===== src/rtl/vga_pkg.sv =====
// Shared keypad definitions: key codes, column states, key map.
// Snapshot decode helper used by the scanner.
package vga_pkg;

  localparam logic [3:0] key_0    = 4'h0;
  localparam logic [3:0] key_1    = 4'h1;
  localparam logic [3:0] key_2    = 4'h2;
  localparam logic [3:0] key_3    = 4'h3;
  localparam logic [3:0] key_4    = 4'h4;
  localparam logic [3:0] key_5    = 4'h5;
  localparam logic [3:0] key_6    = 4'h6;
  localparam logic [3:0] key_7    = 4'h7;
  localparam logic [3:0] key_8    = 4'h8;
  localparam logic [3:0] key_9    = 4'h9;
  localparam logic [3:0] key_a    = 4'hA;
  localparam logic [3:0] key_b    = 4'hB;
  localparam logic [3:0] key_c    = 4'hC;
  localparam logic [3:0] key_d    = 4'hD;
  localparam logic [3:0] key_esc  = 4'hE;
  localparam logic [3:0] key_none = 4'hF;

  typedef enum logic [1:0] {
    COL0,
    COL1,
    COL2,
    COL3
  } col_state_t;

  // Indexed by col*4 + row.
  localparam logic [3:0] key_map [16] = '{
    key_1, key_4, key_7, key_0,
    key_2, key_5, key_8, key_none,
    key_3, key_6, key_9, key_esc,
    key_a, key_b, key_c, key_d
  };

  function automatic logic [3:0] snap_decode(
    input logic [15:0] snap
  );
    logic [3:0] code;
    int unsigned hits;
    code = key_none;
    hits = 0;
    for (int i = 0; i < 16; i++) begin
      if (!snap[i]) begin
        hits++;
        code = key_map[i];
      end
    end
    return (hits == 1) ? code : key_none;
  endfunction

endpackage


===== src/rtl/keypad_debounce.sv =====
// Scan-level debounce: a code must repeat DEBOUNCE scans
// in a row before it replaces the accepted code.
module keypad_debounce
  import vga_pkg::*;
#(
  parameter int DEBOUNCE = 4
) (
  input  logic       clk,
  input  logic       rst,
  input  logic [3:0] raw,
  input  logic       scan_done,
  output logic [3:0] accepted,
  output logic       change
);

  localparam int CW = $clog2(DEBOUNCE + 1);
  localparam logic [CW-1:0] CNT_MAX = CW'(DEBOUNCE);

  logic [3:0]    cand;
  logic [CW-1:0] stable_cnt;
  logic [3:0]    cand_nxt;
  logic [CW-1:0] cnt_nxt;

  always_comb begin
    cand_nxt = cand;
    cnt_nxt  = stable_cnt;
    if (raw == cand) begin
      if (stable_cnt != CNT_MAX)
        cnt_nxt = stable_cnt + 1'b1;
    end else begin
      cand_nxt = raw;
      cnt_nxt  = CW'(1);
    end
  end

  always_ff @(posedge clk) begin
    if (rst) begin
      cand       <= key_none;
      stable_cnt <= '0;
      accepted   <= key_none;
      change     <= 1'b0;
    end else begin
      change <= 1'b0;
      if (scan_done) begin
        cand       <= cand_nxt;
        stable_cnt <= cnt_nxt;
        if (cnt_nxt == CNT_MAX && cand_nxt != accepted) begin
          accepted <= cand_nxt;
          change   <= 1'b1;
        end
      end
    end
  end

endmodule


===== src/rtl/keypad_scanner.sv =====
// 4x4 keypad scanner: column drive, row snapshot, ghost reject,
// debounce and one-cycle key strobe.
module keypad_scanner
  import vga_pkg::*;
#(
  parameter int COL_DWELL = 1000,
  parameter int DEBOUNCE  = 4
) (
  input  logic       clk,
  input  logic       rst,
  input  logic [3:0] row,
  output logic [3:0] col,
  output logic [3:0] key,
  output logic       key_valid,
  output logic       key_held
);

  localparam int DW = $clog2(COL_DWELL);
  localparam logic [DW-1:0] DWELL_LAST = DW'(COL_DWELL - 1);

  logic [3:0]    row_s1;
  logic [3:0]    row_s2;
  col_state_t    state;
  logic [DW-1:0] dwell;
  logic [3:0]    row_snap [4];
  logic          scan_done;
  logic [3:0]    raw;
  logic [3:0]    accepted;
  logic          change;

  always_ff @(posedge clk) begin
    if (rst) begin
      row_s1    <= 4'hF;
      row_s2    <= 4'hF;
      state     <= COL0;
      dwell     <= '0;
      col       <= 4'b1110;
      scan_done <= 1'b0;
      for (int i = 0; i < 4; i++)
        row_snap[i] <= 4'hF;
    end else begin
      row_s1    <= row;
      row_s2    <= row_s1;
      scan_done <= 1'b0;
      if (dwell == DWELL_LAST) begin
        dwell           <= '0;
        row_snap[state] <= row_s2;
        unique case (state)
          COL0: begin
            state <= COL1;
            col   <= 4'b1101;
          end
          COL1: begin
            state <= COL2;
            col   <= 4'b1011;
          end
          COL2: begin
            state <= COL3;
            col   <= 4'b0111;
          end
          COL3: begin
            state     <= COL0;
            col       <= 4'b1110;
            scan_done <= 1'b1;
          end
        endcase
      end else begin
        dwell <= dwell + 1'b1;
      end
    end
  end

  assign raw = snap_decode({row_snap[3], row_snap[2],
                            row_snap[1], row_snap[0]});

  keypad_debounce #(
    .DEBOUNCE(DEBOUNCE)
  ) u_debounce (
    .clk      (clk),
    .rst      (rst),
    .raw      (raw),
    .scan_done(scan_done),
    .accepted (accepted),
    .change   (change)
  );

  // Releases update key_held but never strobe.
  always_ff @(posedge clk) begin
    if (rst) begin
      key       <= key_none;
      key_valid <= 1'b0;
      key_held  <= 1'b0;
    end else begin
      key_valid <= change && (accepted != key_none);
      key       <= (change && accepted != key_none)
                   ? accepted : key_none;
      key_held  <= (accepted != key_none);
    end
  end

endmodule


===== config.mk =====
export PLATFORM = sky130hd
export DESIGN_NAME = keypad_scanner
export DESIGN_NICKNAME = d
export VERILOG_FILES = /design/src/rtl/vga_pkg.sv /design/src/rtl/keypad_debounce.sv /design/src/rtl/keypad_scanner.sv
export SDC_FILE = /design/constraint.sdc
export NUM_CORES = 1
export LEC_CHECK = 0
export CORE_ASPECT_RATIO = 0.8
export CORE_MARGIN = 1
export CORE_UTILIZATION = 55
export DETAILED_ROUTE_END_ITERATION = 6
export DONT_BUFFER_PORTS = 1
export GPL_TIMING_DRIVEN = 0
export HOLD_SLACK_MARGIN = 0.08
export PLACE_DENSITY = 0.73
export SLEW_MARGIN = 25
export SYNTH_ARGS = -nofsm -noshare
export SYNTH_HDL_FRONTEND = slang
export SYNTH_HIERARCHICAL = 1
export SYNTH_SLANG_ARGS = --single-unit

===== constraint.sdc =====
create_clock -name clk -period 11.53 [get_ports clk]
set_input_delay 2.306 -clock clk [delete_from_list [all_inputs] [get_ports clk]]
set_output_delay 2.306 -clock clk [all_outputs]
set_load 0.02 [all_outputs]

==> results_dict.tcl, run 1 <==
set metrics [dict create \
    status "complete, no violations" \
    synth_ff_type "dfxtp_1" \
    rsz0062_at_grt "false" \
    hold_end "row_s2[2]" \
    syn-num-nets 554 \
    r2r-end "u_debounce/stable_cnt[0]" \
    worst_slew_pin_slew_ns 0.708 \
    nets 567 \
    clkTransAtPathRegs_ns 0.06 \
    cp_max_fo 5 \
    core_region_area_um2 8520 \
    yosysSeqAreaShare_pct 27.6 \
    yosys.area.top_type_share_pct 17.7 \
    wl_per_cell_um 13.9 \
    drive_gt1_share_pct 17.4 \
    cts-root-buf "clkbuf_8" \
    antenna_found_initial 0 \
    cpMostUsedCell "ha_1" \
    cts_inserted_buffers 9 \
    setup_tns_ns 0 \
    dieHeight_um 86.1 \
    grt_pass1_vias 3385 \
    period_needed_ns 10.76 \
    arrival_ns 11.00 \
    ir_worst_vdd_mv 0.154 \
    synth.area.top_cells "dfxtp_1, edfxtp_1, xnor2_1" \
    vias 3620 \
    min_from "row_s1[2]" \
    die-area_um2 9210 \
    routed_via_density 5.54 \
    avgSynthCellArea_um2 9.29 \
    end_kind "flip-flop" \
    min_path_type "reg -> reg" \
    reg2reg_depth 52 \
    drt_wl_total_um 9090 \
    min_period_over_period_pct 93.3 \
    stdcell_area_um2 5200 \
    worstPathRequired_ns 11.78 \
    grt_max_degree 11 \
    clk_path_buf_depth 2 \
    drtPass1Iterations 5 \
    initial_core_util_pct 57.0 \
    timing.max_cap.violations 0 \
    synthArstFlopShare_pct 0 \
    cts.sinks 59 \
    cp_slowest_cell "or4_1" \
    htree_levels 3 \
    grt_use_total_pct 21.3 \
    yosysMostFrequentCell "nor2_1" \
    setup_violations 0 \
    drt_iter0_drc 201 \
    placed_area_um2 5000 \
    fp.dieW_um 107 \
    place_congestion 0.836 \
    rrSetupSlack_ns 0.77 \
    dp.final_hpwl_um 7180 \
    hold_buffers 0 \
    hold_viol 0 \
    syn_to_final_growth_pct 7.14 \
    synth_warnings 6 \
    cp-start-kind "flip-flop" \
    path_class "reg -> reg" \
    syn_area_um2 4860 \
    power_density_nw_per_um2 149 \
    rr_startpoint "row_snap[0][1]" \
    cp_slowest_stage_delay_ns 0.49 \
    slew_headroom_pct 52.3 \
    ioPinCount 16 \
    grt_pass1_wl_um 15600 \
    drc 0 \
    slew_violations 0 \
    ant_nets 0 \
    n_antenna_cell 0 \
    grt.overflow.total 0 \
    ys_types 85 \
    num_rows 30 \
    cts_tree "built" \
    finalClockSkew_ns 0.00626 \
    clk_latency_ns 0.34 \
    synthCells 523 \
    ys_ff_latch 59 \
    leakagePower_nw 1.99 \
    synth_common_cells "nor2_1, dfxtp_1, nand2_1" \
    yosys.area.top_type "dfxtp_1" \
    holdPathStages 1 \
    io_buffers 0 \
    fmax_ghz 0.0930 \
    synth_edf_count 16 \
]
worst max-delay path, delay by kind of cell, from the launching register on:
kind,cells,cell delay [ns]
adders and majority gates,14,3.92
and+or+nand+nor,19,2.97
AOI/OAI and AO/OA,12,2.17
muxes,2,0.44
DFF,1,0.41
xor gates and xnor gates,2,0.40
buffers and inverters,3,0.35
kinds of logic after synthesis:
group / share of synthesized area (%)
compound gates: 12.9
xor+xnor: 19.5
fa+ha+maj: 6.44
buf+inv: 4.66
flops: 27.6
mux: 3.55
simple gates: 25.3
sequential cells by signal, summed over array words and instances, names as in the netlist, 4 cells and up:
| signal | flops |
|---|---|
| row_snap | 16 |
| dwell | 10 |
| col | 4 |
| key | 4 |
| row_s1 | 4 |
| row_s2 | 4 |
| u_debounce/accepted | 4 |
| u_debounce/cand | 4 |
layer usage:
layer | global-route usage (%) | wire, um | vias up
li1 | - | - | 1850
met1 | 30.3 | 4630 | 1695
met2 | 33.0 | 3970 | 64
met3 | 3.65 | 384 | 11
met4 | 6.60 | 106 | 0
met5 | 0 | 0 | -
through the flow:
step	setup WS, ns	power [mW]	std cells	util [%]	hold slack [ns]
4_1_cts	0.456	0.768	651	60.7	0.410
2_1_floorplan	1.70	0.539	523	-	0.389
3_3_place_gp	0.661	0.586	635	58.6	0.396
5_1_grt	0.00690	0.829	653	61.1	0.424
3_5_place_dp	0.481	0.597	635	58.6	0.400
6_report	0.774	0.774	653	61.1	0.406
what timing repair did:
item	CTS	global route
setup endpoints to repair	0	8
buffers inserted	0	2
gates resized for setup	0	2
final cells by class:
class / instances / area [um2]
clock buffer: 13 / 139
tap: 112 / 140
buffer: 20 / 144
inverter: 20 / 82.6
fill: 707 / 3320
sequential: 59 / 1340
multi-input combinational: 424 / 3300
timing repair buffer: 2 / 15.0
clock inverter: 3 / 38.8
worst max path at each step:
| stage | startpoint | endpoint | slack [ns] | depth (start not counted) |
|---|---|---|---|---|
| 6_report | row_snap[0][1] | u_debounce/stable_cnt[0] | 0.77 | 52 |
| 5_1_grt | row_snap[0][1] | u_debounce/stable_cnt[0] | 0.007 | 52 |
| 2_1_floorplan | row_snap[0][1] | u_debounce/accepted[0] | 1.70 | 51 |
| 3_3_place_gp | row_snap[0][1] | u_debounce/accepted[2] | 0.66 | 51 |
| 3_5_place_dp | row_snap[0][1] | u_debounce/accepted[2] | 0.48 | 51 |
| 4_1_cts | row_snap[0][1] | u_debounce/accepted[1] | 0.46 | 51 |
where the power goes:
part | total, mW | switching (mW) | internal, mW
Combinational | 0.385 | 0.214 | 0.170
Clock | 0.169 | 0.0697 | 0.0989
Sequential | 0.221 | 0.00418 | 0.217
Total | 0.774 | 0.288 | 0.486
cell usage in the layout, fill, tap and decap left out, types with 14 or more instances in the layout:
cell,instances
a21oi_1,16
clkbuf_1,15
clkbuf_8,14
dfxtp_1,43
edfxtp_1,16
ha_1,25
inv_1,19
mux2i_1,15
nand2_1,43
nand2b_1,18
nand3_1,22
nor2_1,48
nor2b_1,17
o21ai_0,15
or2_2,22
xnor2_1,42
Note: power is estimated with default switching activity, not from simulation.
==> inputs of run 2 (changes only) <==
--- a/config.mk
+++ b/config.mk
@@ -5,14 +5,17 @@
 export SDC_FILE = /design/constraint.sdc
 export NUM_CORES = 1
 export LEC_CHECK = 0
+export CAP_MARGIN = 20
+export CELL_PAD_IN_SITES_DETAIL_PLACEMENT = 1
+export CELL_PAD_IN_SITES_GLOBAL_PLACEMENT = 1
 export CORE_ASPECT_RATIO = 0.8
-export CORE_MARGIN = 1
-export CORE_UTILIZATION = 55
+export CORE_MARGIN = 2
+export CORE_UTILIZATION = 51
 export DETAILED_ROUTE_END_ITERATION = 6
 export DONT_BUFFER_PORTS = 1
 export GPL_TIMING_DRIVEN = 0
 export HOLD_SLACK_MARGIN = 0.08
-export PLACE_DENSITY = 0.73
+export PLACE_DENSITY = 0.84
 export SLEW_MARGIN = 25
 export SYNTH_ARGS = -nofsm -noshare
 export SYNTH_HDL_FRONTEND = slang
==> results_dict.tcl, run 2 (synthesis gave the netlist of run 1 again) <==
set metrics [dict create \
    total_power_mw 0.935 \
    cpMostUsedCell "ha_1" \
    grt_max_degree 11 \
    routed_via_density 5.81 \
    reg.largest.list "row_snap x16, dwell x10" \
    largest-register "row_snap" \
    power_density_nw_per_um2 172 \
    cts_tree "built" \
    drt_wl_total_um 13200 \
    end_kind "flip-flop" \
    die-area_um2 10300 \
    final_common_cell "nor2_1" \
    syn_to_final_growth_pct 11.9 \
    period_needed_ns 10.99 \
    clkTransAtPathRegs_ns 0.05 \
    min_path_type "reg -> reg" \
    fp.dieW_um 113 \
    num_rows 31 \
    ir_worst_vdd_mv 0.163 \
    fmax_ghz 0.0910 \
    cts_inserted_buffers 9 \
    leakagePower_nw 2.10 \
    core_region_area_um2 9150 \
    drc 0 \
    nets 575 \
    io_buffers 0 \
    cp_max_fo 5 \
    clk_path_buf_depth 2 \
    worstPathRequired_ns 11.76 \
    ioPinCount 16 \
    cts-root-buf "clkbuf_16" \
    antenna_found_initial 0 \
    drt_iter0_drc 179 \
    vias 3856 \
    wl_per_cell_um 19.9 \
    finalClockSkew_ns 0.0123 \
    cp-start-kind "flip-flop" \
    place_congestion 0.835 \
    dieHeight_um 91.3 \
    setup_tns_ns 0 \
    cp_slowest_cell "or4_1" \
    initial_core_util_pct 53.1 \
    grt_pass1_wl_um 20900 \
    layout_common_cells "nor2_1, nand2_1, dfxtp_1, xnor2_1, ha_1" \
    status "complete, no violations" \
    n_antenna_cell 0 \
    ant_nets 0 \
    clk_latency_ns 0.33 \
    drive_gt1_share_pct 20.2 \
    htree_levels 3 \
    setup_violations 0 \
    grt.overflow.total 0 \
    fillers 1036 \
    cts.sinks 59 \
    timing.max_cap.violations 0 \
    path_class "reg -> reg" \
    grt_use_total_pct 25.4 \
    largest_reg_flops 16 \
    seq_area_um2 1340 \
    min_period_over_period_pct 95.3 \
    worst_slew_pin_slew_ns 0.686 \
    drtPass1Iterations 4 \
    slew_headroom_pct 53.9 \
    hold_viol 0 \
    dp.final_hpwl_um 8800 \
    cp_slowest_stage_delay_ns 0.50 \
    utilization_pct 59.4 \
    arrival_ns 11.22 \
    slew_violations 0 \
    grt_pass1_vias 4157 \
    multi_input_area_um2 3330 \
]
[run 2: what timing repair did]
action | in CTS | in global routing
endpoints found under the setup margin | 0 | 8
resized for setup | 0 | 9
hold buffers | 0 | 0
endpoints found under the hold margin | 0 | 0
buffers inserted | 0 | 10
[run 2: area by class of cell]
type	count	share of cell area (%)
Buffer	20	2.65
Multi-Input combinational cell	424	61.2
Clock buffer	13	5.18
Timing Repair Buffer	10	1.38
Inverter	20	1.52
Sequential cell	59	24.7
Tap cell	115	2.65
Clock inverter	3	0.783
[run 2: metrics by stage]
step / setup WS [ns] / instances / hold WS, ns / cell area [um2]
floorplan: 1.70 / 523 / 0.389 / 4860
global placement: 0.637 / 638 / 0.398 / 5000
detailed placement: 0.243 / 638 / 0.399 / 5000
CTS: 0.120 / 654 / 0.418 / 5330
global route: -0.0568 / 664 / 0.431 / 5440
finish: 0.544 / 664 / 0.421 / 5440
[run 2: power by group]
group / switching (mW) / internal [mW]
sequential: 0.00485 / 0.217
clock: 0.0958 / 0.192
combinational: 0.236 / 0.190
[run 2: critical path, delay by kind of cell (launching register included)]
kind | cells | cell delay, ns
fa+ha+maj | 14 | 3.94
buf+inv | 5 | 0.60
flops | 1 | 0.41
compound gates | 10 | 1.43
mux | 2 | 0.46
xor+xnor | 2 | 0.41
simple gates | 20 | 3.62
[run 2: layer usage]
| metal | vias up | wire length, um | global-route usage [%] |
|---|---|---|---|
| li1 | 1864 | - | - |
| met1 | 1907 | 6130 | 32.2 |
| met2 | 63 | 6530 | 44.4 |
| met3 | 22 | 294 | 4.14 |
| met4 | 0 | 235 | 7.72 |
| met5 | - | 0 | 0 |
[run 2: final timing paths]
kind	end	cells after the start	slack (ns)	start
setup / recovery	u_debounce/stable_cnt[2]	53	0.54	row_snap[0][1]
hold / removal	row_s2[1]	1	0.42	row_s1[1]
setup reg to reg	u_debounce/stable_cnt[2]	53	0.54	row_snap[0][1]
hold reg to reg	row_s2[1]	1	0.42	row_s1[1]
==> inputs of run 3 (changes only) <==
--- a/config.mk
+++ b/config.mk
@@ -10,12 +10,12 @@
 export CELL_PAD_IN_SITES_GLOBAL_PLACEMENT = 1
 export CORE_ASPECT_RATIO = 0.8
 export CORE_MARGIN = 2
-export CORE_UTILIZATION = 51
+export CORE_UTILIZATION = 46
 export DETAILED_ROUTE_END_ITERATION = 6
 export DONT_BUFFER_PORTS = 1
 export GPL_TIMING_DRIVEN = 0
 export HOLD_SLACK_MARGIN = 0.08
-export PLACE_DENSITY = 0.84
+export PLACE_DENSITY = 0.8
 export SLEW_MARGIN = 25
 export SYNTH_ARGS = -nofsm -noshare
 export SYNTH_HDL_FRONTEND = slang
==> constraint.sdc (replaced) <==
create_clock -name clk -period 9.27 [get_ports clk]
set_input_delay 1.854 -clock clk [delete_from_list [all_inputs] [get_ports clk]]
set_output_delay 1.854 -clock clk [all_outputs]
set_load 0.02 [all_outputs]
==> results_dict.tcl, run 3 (synthesis gave the netlist of run 1 again) <==
set metrics [dict create \
    wl_per_cell_um 20.2 \
    n_antenna_cell 0 \
    dieHeight_um 95.9 \
    vias 4134 \
    grt_use_total_pct 24.8 \
    worst_slew_pin_slew_ns 0.667 \
    path_class "reg -> reg" \
    syn_to_final_growth_pct 28.0 \
    status "finished, violations left" \
    rsz0062_at_grt "true" \
    setup_violations 12 \
    leakagePower_nw 2.38 \
    antenna_found_initial 0 \
    r2r-end "u_debounce/stable_cnt[0]" \
    drt_wl_total_um 14700 \
    slew_headroom_pct 55.2 \
    cp_slowest_cell "or4_4" \
    final_common_cell "buf_4" \
    worstPathRequired_ns 9.46 \
    period_needed_ns 10.09 \
    cp-start-kind "flip-flop" \
    drc 0 \
    clk_latency_ns 0.32 \
    clk_path_buf_depth 2 \
    violations "setup timing" \
    num_rows 33 \
    finalClockSkew_ns 0.00896 \
    die-area_um2 11400 \
    clkTransAtPathRegs_ns 0.06 \
    routed_via_density 5.66 \
    cts_tree "built" \
    holdPathStages 1 \
    grt_max_degree 11 \
    fp.dieW_um 119 \
    dp.cells 663 \
    drt_iter0_drc 156 \
    reg.largest.list "row_snap x16, dwell x10" \
    nets 617 \
    reg2reg_depth 54 \
    cts-root-buf "clkbuf_16" \
    ioPinCount 16 \
    drive_gt1_share_pct 34.5 \
    grt_pass1_vias 4376 \
    fin_cells 731 \
    power_density_nw_per_um2 237 \
    cp_slowest_stage_delay_ns 0.54 \
    initial_core_util_pct 47.2 \
    arrival_ns 10.27 \
    timing.max_cap.violations 0 \
    layout_common_cells "buf_4, nor2_1, dfxtp_1, xnor2_1, nand2_1" \
    rr_startpoint "row_snap[0][1]" \
    ir_worst_vdd_mv 0.152 \
    min_path_type "reg -> reg" \
    hold_viol 0 \
    grt_pass1_wl_um 22400 \
    hold_buffers 0 \
    cts.sinks 59 \
    min_from "row_s1[3]" \
    slew_violations 0 \
    crit_family "simple AND/OR/NAND/NOR gates" \
    hold_end "row_s2[3]" \
    cp_num_buf_inv 2 \
    fmax_ghz 0.0992 \
    cpMostUsedCell "ha_4" \
    end_kind "flip-flop" \
    rrSetupSlack_ns -0.82 \
    min_period_over_period_pct 109 \
    ant_nets 0 \
    place_congestion 0.838 \
    dp.final_hpwl_um 8920 \
    cp_max_fo 4 \
    setup_tns_ns -6.78 \
    io_buffers 0 \
    largest_reg_flops 16 \
    core_region_area_um2 10300 \
    htree_levels 3 \
    grt.overflow.total 0 \
    fin_ws_ns -0.815 \
    cts_inserted_buffers 9 \
    drtPass1Iterations 4 \
    largest-register "row_snap" \
]
==> run 3: metal layers <==
metal | global-route usage, % | part of all wire (%)
met3 | 2.84 | 3.4
met5 | 0 | 0
met2 | 46.8 | 51
met1 | 29.6 | 43
met4 | 8.63 | 2.3
==> run 3: final cells by class <==
type	count	area [um2]
Fill cell	1118	4060
Multi-Input combinational cell	424	3800
Sequential cell	59	1340
Timing Repair Buffer	52	394
Clock buffer	14	274
Tap cell	140	175
Buffer	20	144
Inverter	20	82.6
Clock inverter	2	10.0
==> run 3: stage by stage <==
step	cell area, um2	worst slack, ns	hold slack [ns]	utilization [%]	total power [mW]
detailed placement	5150	-1.37	0.403	50.1	0.790
global placement	5150	-1.01	0.398	50.1	0.767
finish	6220	-0.815	0.417	60.5	1.47
floorplan	4980	-0.177	0.389	-	0.699
global route	6220	-1.16	0.435	60.5	1.54
CTS	5920	-0.572	0.419	57.6	1.29
==> run 3: what timing repair did <==
item | CTS | global route
buffers inserted | 44 | 12
pin swaps | 22 | 40
resized for setup | 27 | 36
setup endpoints to repair | 12 | 12
==> run 3: how the worst max path moves through the flow <==
stage	startpoint	end	slack, ns	depth (start not counted)
detailed placement	row_snap[0][1]	u_debounce/accepted[3]	-1.37	51
CTS	row_snap[0][1]	u_debounce/accepted[3]	-0.57	51
finish	row_snap[0][1]	u_debounce/stable_cnt[0]	-0.82	54
global route	row_snap[0][1]	u_debounce/stable_cnt[0]	-1.16	50
floorplan	row_snap[0][1]	u_debounce/accepted[0]	-0.18	51
global placement	row_snap[0][1]	u_debounce/accepted[2]	-1.01	51
==> run 3: where the power goes <==
group,internal (mW),switching (mW),leakage (nW),total [mW]
Sequential,0.270,0.00633,0.498,0.277
Combinational,0.446,0.441,1.74,0.887
Clock,0.202,0.109,0.143,0.311
